==> config.mk <==
export PLATFORM = sky130hd
export DESIGN_NAME = ram_req_ctrl
export DESIGN_NICKNAME = d
export VERILOG_FILES = /design/src/rtl/ram_ctrl_pkg.sv /design/src/rtl/ram_rsp_fifo.sv /design/src/rtl/ram_req_ctrl.sv
export SDC_FILE = /design/constraint.sdc
export NUM_CORES = 1
export LEC_CHECK = 0
export BUFFER_PORTS_ARGS = -buffer_cell sky130_fd_sc_hd__buf_2
export CORE_ASPECT_RATIO = 1.25
export CORE_UTILIZATION = 59
export CTS_CLUSTER_DIAMETER = 40
export DETAILED_ROUTE_END_ITERATION = 16
export PLACE_DENSITY = 0.95
export SLEW_MARGIN = 20
export SYNTH_ARGS = -nofsm -noshare
export SYNTH_HDL_FRONTEND = slang
export SYNTH_SLANG_ARGS = --single-unit
==> constraint.sdc <==
create_clock -name clk_i -period 3.7 [get_ports clk_i]
set_clock_uncertainty 0.15 [all_clocks]
set_input_delay 0.74 -clock clk_i [delete_from_list [all_inputs] [get_ports clk_i]]
set_output_delay 0.74 -clock clk_i [all_outputs]
set_load 0.03 [all_outputs]
==> src/rtl/ram_ctrl_pkg.sv <==
// Shared state type, default sizing and helpers for the RAM request controller.
package ram_ctrl_pkg;

  localparam int DEF_ADDR_W    = 8;
  localparam int DEF_DATA_W    = 32;
  localparam int DEF_RSP_DEPTH = 4;

  typedef enum logic {
    INIT,
    RUN
  } ctrl_state_e;

  // Counter wide enough to hold every value from 0 to depth inclusive.
  function automatic int cnt_width(input int depth);
    return $clog2(depth + 1);
  endfunction

endpackage

==> src/rtl/ram_rsp_fifo.sv <==
// Synchronous show-ahead FIFO with a registered head output, used for RAM read responses.
module ram_rsp_fifo
  import ram_ctrl_pkg::*;
#(
  parameter int DEPTH = 4,
  parameter int WIDTH = 32,
  localparam int CNT_W = cnt_width(DEPTH)
) (
  input  logic             clk,
  input  logic             rst,
  input  logic             push,
  input  logic             pop,
  input  logic [WIDTH-1:0] din,
  output logic [WIDTH-1:0] dout,
  output logic             full,
  output logic             empty,
  output logic [CNT_W-1:0] count
);

  localparam int PTR_W = (DEPTH > 1) ? $clog2(DEPTH) : 1;

  logic [WIDTH-1:0] mem [DEPTH];
  logic [PTR_W-1:0] rd_ptr;
  logic [PTR_W-1:0] wr_ptr;
  logic             do_push;
  logic             do_pop;

  function automatic logic [PTR_W-1:0] ptr_inc(input logic [PTR_W-1:0] p);
    return (p == PTR_W'(DEPTH - 1)) ? '0 : p + PTR_W'(1);
  endfunction

  assign empty   = (count == '0);
  assign full    = (count == CNT_W'(DEPTH));
  assign do_pop  = pop && !empty;
  assign do_push = push && (!full || do_pop);

  // dout always mirrors the oldest entry, so the next head is preloaded on pop.
  always_ff @(posedge clk) begin
    if (rst) begin
      rd_ptr <= '0;
      wr_ptr <= '0;
      count  <= '0;
      dout   <= '0;
    end else begin
      if (do_push) begin
        wr_ptr <= ptr_inc(wr_ptr);
      end
      if (do_pop) begin
        rd_ptr <= ptr_inc(rd_ptr);
      end
      case ({do_push, do_pop})
        2'b10:   count <= count + CNT_W'(1);
        2'b01:   count <= count - CNT_W'(1);
        default: count <= count;
      endcase
      if (empty) begin
        if (do_push) begin
          dout <= din;
        end
      end else if (do_pop) begin
        if (count > CNT_W'(1)) begin
          dout <= mem[ptr_inc(rd_ptr)];
        end else if (do_push) begin
          dout <= din;
        end
      end
    end
  end

  always_ff @(posedge clk) begin
    if (do_push) begin
      mem[wr_ptr] <= din;
    end
  end

endmodule

==> src/rtl/ram_req_ctrl.sv <==
// Request-side controller for a single-port RAM: init sweep after reset, then
// valid/ready requests mapped onto RAM cycles with reads returned through a FIFO.
module ram_req_ctrl
  import ram_ctrl_pkg::*;
#(
  parameter int                ADDR_W     = DEF_ADDR_W,
  parameter int                DATA_W     = DEF_DATA_W,
  parameter int                RSP_DEPTH  = DEF_RSP_DEPTH,
  parameter logic [DATA_W-1:0] INIT_VALUE = '0
) (
  input  logic              clk_i,
  input  logic              rst_i,
  input  logic              req_valid_i,
  output logic              req_ready_o,
  input  logic              req_we_i,
  input  logic [ADDR_W-1:0] req_addr_i,
  input  logic [DATA_W-1:0] req_wdata_i,
  output logic              rsp_valid_o,
  input  logic              rsp_ready_i,
  output logic [DATA_W-1:0] rsp_rdata_o,
  output logic [ADDR_W-1:0] ram_addr_o,
  output logic [DATA_W-1:0] ram_data_o,
  output logic              ram_we_o,
  input  logic [DATA_W-1:0] ram_rdata_i,
  output logic              init_done_o
);

  localparam int              CNT_W      = cnt_width(RSP_DEPTH);
  localparam int              CRED_W     = CNT_W + 1;
  localparam logic [ADDR_W:0] SWEEP_LAST = {1'b0, {ADDR_W{1'b1}}};

  ctrl_state_e       state;
  ctrl_state_e       next_state;
  logic [ADDR_W:0]   sweep_cnt;
  logic              rd_pending;
  logic              init_done;
  logic              fire;
  logic              rsp_pop;
  logic              fifo_full;
  logic              fifo_empty;
  logic [CNT_W-1:0]  fifo_count;
  logic [CRED_W-1:0] credits_used;

  // A read holds a credit from fire until it is popped, so the FIFO can never overflow.
  assign credits_used = {1'b0, fifo_count} + {{CNT_W{1'b0}}, rd_pending};
  assign req_ready_o  = !rst_i && (state == RUN) && (credits_used < CRED_W'(RSP_DEPTH));
  assign fire         = req_valid_i && req_ready_o;
  assign rsp_valid_o  = !fifo_empty;
  assign rsp_pop      = rsp_valid_o && rsp_ready_i;
  assign init_done_o  = init_done;

  always_ff @(posedge clk_i) begin
    if (rst_i) begin
      state      <= INIT;
      sweep_cnt  <= '0;
      rd_pending <= 1'b0;
      init_done  <= 1'b0;
    end else begin
      state      <= next_state;
      if (state == INIT) begin
        sweep_cnt <= sweep_cnt + (ADDR_W+1)'(1);
      end
      rd_pending <= fire && !req_we_i;
      init_done  <= (next_state == RUN);
    end
  end

  // RUN is a pure pass-through; idle RUN cycles become harmless reads.
  always_comb begin
    next_state = state;
    ram_we_o   = 1'b0;
    ram_addr_o = '0;
    ram_data_o = '0;
    case (state)
      INIT: begin
        ram_we_o   = 1'b1;
        ram_addr_o = sweep_cnt[ADDR_W-1:0];
        ram_data_o = INIT_VALUE;
        if (sweep_cnt == SWEEP_LAST) begin
          next_state = RUN;
        end
      end
      RUN: begin
        ram_addr_o = req_addr_i;
        ram_data_o = req_wdata_i;
        ram_we_o   = fire && req_we_i;
      end
      default: next_state = INIT;
    endcase
    if (rst_i) begin
      ram_we_o   = 1'b0;
      ram_addr_o = '0;
      ram_data_o = '0;
    end
  end

  ram_rsp_fifo #(
    .DEPTH (RSP_DEPTH),
    .WIDTH (DATA_W)
  ) u_rsp_fifo (
    .clk   (clk_i),
    .rst   (rst_i),
    .push  (rd_pending),
    .pop   (rsp_pop),
    .din   (ram_rdata_i),
    .dout  (rsp_rdata_o),
    .full  (fifo_full),
    .empty (fifo_empty),
    .count (fifo_count)
  );

  no_push_when_full: assert property (@(posedge clk_i) disable iff (rst_i)
    !(rd_pending && fifo_full));

endmodule

==> run metrics <==
die height 129.5 um; Max-cap violations 0; reg2reg start u_rsp_fifo.count[1]; Logic pwr share 14.6%; largest stage delay on the critical path 0.30 ns; critical path buffer and inverter count 3; CP arrival 2.01 ns; Die X 104.0 um; Clk network pwr share 38.5%; max-slew violations 0; final worst setup slack 0.7998 ns; clk sink count 178; Crit. End Element output port; First-pass DRT Iterations 5; CP Class reg2out; main combinational cell family by area after synthesis compound AO/OA/AOI/OAI gates; Min-Delay Startpoint u_rsp_fifo.rd_ptr[1]; most frequent CP cell buf_4; status finished clean; CTS resizes 0; pwr/cell area 517.5 nW/um2; post-route ant nets 0; # hold bufs at CTS 0; Synth Instances 518; Synth Net Count 607; core area 12660 um2; share of cells above drive strength 1 33.78%; critical path launch point type flop; Syn Std Cell Area 7676 um2; Synth cell types 43; #FFs+latches synth 178; Sw Share 24.50%; GRT Residual Overflow 0; min-delay worst type reg2reg; Worst Hold End u_rsp_fifo.rd_ptr[1]; XOR/XNOR share of the synthesized area 0.7987%; global-route wire length before repair 27.31 mm; Syn. warnings 0; required time of the critical path 2.81 ns; via/cell ratio 6.045; fin crit share 78.38%; Filler Cells Inserted 796; multiplexer share of the synthesized area 11.05%; postcts setup bufs 0; placed cells 811; TNS Setup 0 ns; Int Pwr 3.551 mW; setup violators final 0; compound-cell area share of the yosys netlist 11.39%; Slew headroom 22.98%; Synth async-reset ratio 0%; Sw Pwr 1.152 mW; Synth Area in Simple Gates 7.824%; area grow syn2layout 18.39%; Reg power frac 46.8%; unrepaired setup endpoints after global routing false; reg2reg path depth 6; Top Ports 153; clock-pin slew on the worst setup and hold paths 0.06 ns; Top FF cell, synth edfxtp_1; CTS tree done; fin crit period 2.900 ns; commonest non-fill, non-tap cell in the layout buf_2; Tot GR Track Use 26.90%; Post-Syn Area per Cell 14.82 um2; routability congestion estimate 0.7766; number of synthesized flops with an enable pin 128; Lkg Pwr 3.553 nW; Inserted Clock Buffers 17; largest net degree at the start of global routing 60; CP max-delay cell dfxtp_1; worst skew pair latency 0.42 ns; sequential cell area fraction in the yosys report 63.11%; flop-to-flop setup slack 0.99 ns; DR WL/cell 20.92 um; drt total wl 17.66 mm; Nets 751; Initial Util 60.62%; cell row count 46; Starting DRT DRC Count 346; f_max 344.8 MHz; Worst VDD drop 0.3151 mV; post-DP HPWL 11.03 mm; post-place setup slack 0.8996 ns; Worst Hold Path Cells 2; Vias 5102; Finished Layout Cells 844; final hold vios 0; Worst-Margin Slew 1.155 ns; port bufs 152; vias in the first global route 5280; CP cell instances buf_4 > and2b_1 > buf_4 > o311a_1 > nand3_1 > o21ai_0 > buf_2; clk buf depth 2; most frequent cells in the layout buf_2 (152), edfxtp_1 (128), nor2_1 (54); Synth Area in Adders 1.956%; CP delay by family, top buffers and inverters; CP Max Fanout 33; number of remaining DRC errors 0; Root Driver clkbuf_16; initial antenna violation count 2; reg2reg end u_rsp_fifo.dout[25]; Die ar. 13470 um2; H-Tree Depth 4; core occupancy in the finished layout 71.77%
[power groups by stage]
stage | registers, mW | clock network (mW) | logic (mW)
5_1_grt | 2.21 | 1.91 | 0.733
3_5_place_dp | 2.24 | 0 | 0.673
3_3_place_gp | 2.24 | 0 | 0.647
6_report | 2.20 | 1.81 | 0.689
4_1_cts | 2.20 | 1.82 | 0.684
2_1_floorplan | 2.28 | 0 | 0.457
[logic make-up (layout without fill, tap and decap cells)]
group / after synthesis / in the layout
AOI/OAI and AO/OA: 113 / 113
and+or+nand+nor: 122 / 122
DFF: 178 / 178
buffers and inverters: 44 / 201
xor gates and xnor gates: 7 / 7
adders and majority gates: 12 / 12
muxes: 42 / 42
other: 0 / 1
[registers in the layout, summed over array words and instances (netlist names)]
register,cells
u_rsp_fifo.mem,128
u_rsp_fifo.dout,32
sweep_cnt,9
u_rsp_fifo.count,3
u_rsp_fifo.rd_ptr,2
u_rsp_fifo.wr_ptr,2
init_done_o,1
rd_pending,1
[worst reg2reg max path, delay by kind of cell, from the launching register on]
kind	cells	cell delay, ns
buffers and inverters	1	0.14
flip-flops	1	0.40
AO/OA/AOI/OAI	4	1.76
adder cells (fa/ha/maj)	1	0.21
[area by class of cell]
| type | count | area [um2] | share of cell area [%] |
|---|---|---|---|
| sequential | 178 | 4845 | 53.31 |
| clock inverter | 9 | 133.9 | 1.473 |
| inverter | 8 | 30.03 | 0.3304 |
| antenna | 1 | 2.502 | 0.02754 |
| timing repair buffer | 161 | 828.3 | 9.115 |
| clock buffer | 23 | 467.9 | 5.149 |
| tap | 168 | 210.2 | 2.313 |
| multi-input combinational | 296 | 2570 | 28.28 |
[synthesized netlist by cell type (2+ instances only)]
library cell	count	area share, %
mux2i_1	9	1.2
xor2_1	6	0.68
nand2_1	9	0.44
mux4_1	7	2.4
buf_4	2	0.20
o21ai_0	6	0.39
nand3b_1	2	0.20
nor2b_1	2	0.16
clkbuf_8	5	0.90
nand3_1	7	0.46
buf_2	12	0.78
dfxtp_1	50	13
o21ba_1	29	3.8
inv_1	8	0.39
and2_1	32	2.6
o21ba_2	2	0.26
ha_1	12	2.0
o221ai_1	30	3.4
clkbuf_1	8	0.39
mux4_2	25	7.3
buf_6	6	0.88
nor2_1	55	2.7
edfxtp_1	128	50
a21oi_1	40	2.6
and3_1	5	0.41
or3_1	4	0.33
[stage by stage]
stage / total power [mW] / hold WS (ns) / area, um2
after CTS: 4.703 / 0.3410 / 9085
final: 4.703 / 0.3425 / 9087
after detailed placement: 2.917 / 0.3203 / 8483
after floorplan: 2.742 / 0.2900 / 7676
after global routing: 4.849 / 0.3554 / 9085
after global placement: 2.887 / 0.2987 / 8483
[how the worst max path moves through the flow]
stage,from,end,slack [ns],cells after the start
5_1_grt,init_done_o,ram_we_o,0.68,7
4_1_cts,init_done_o,ram_we_o,0.78,7
3_3_place_gp,rst_i,ram_we_o,0.94,7
3_5_place_dp,rst_i,ram_we_o,0.90,7
2_1_floorplan,rst_i,ram_we_o,0.86,5
6_report,init_done_o,ram_we_o,0.80,7
[layer usage]
layer / track usage (%) / vias to the layer above / wire length (um)
met4: 14.79 / 0 / 484
met1: 31.18 / 2523 / 6551
li1: - / 2278 / -
met5: 0 / - / 0
met2: 47.57 / 257 / 9415
met3: 5.231 / 44 / 1205
No activity file was read; power rests on OpenSTA's default activity.
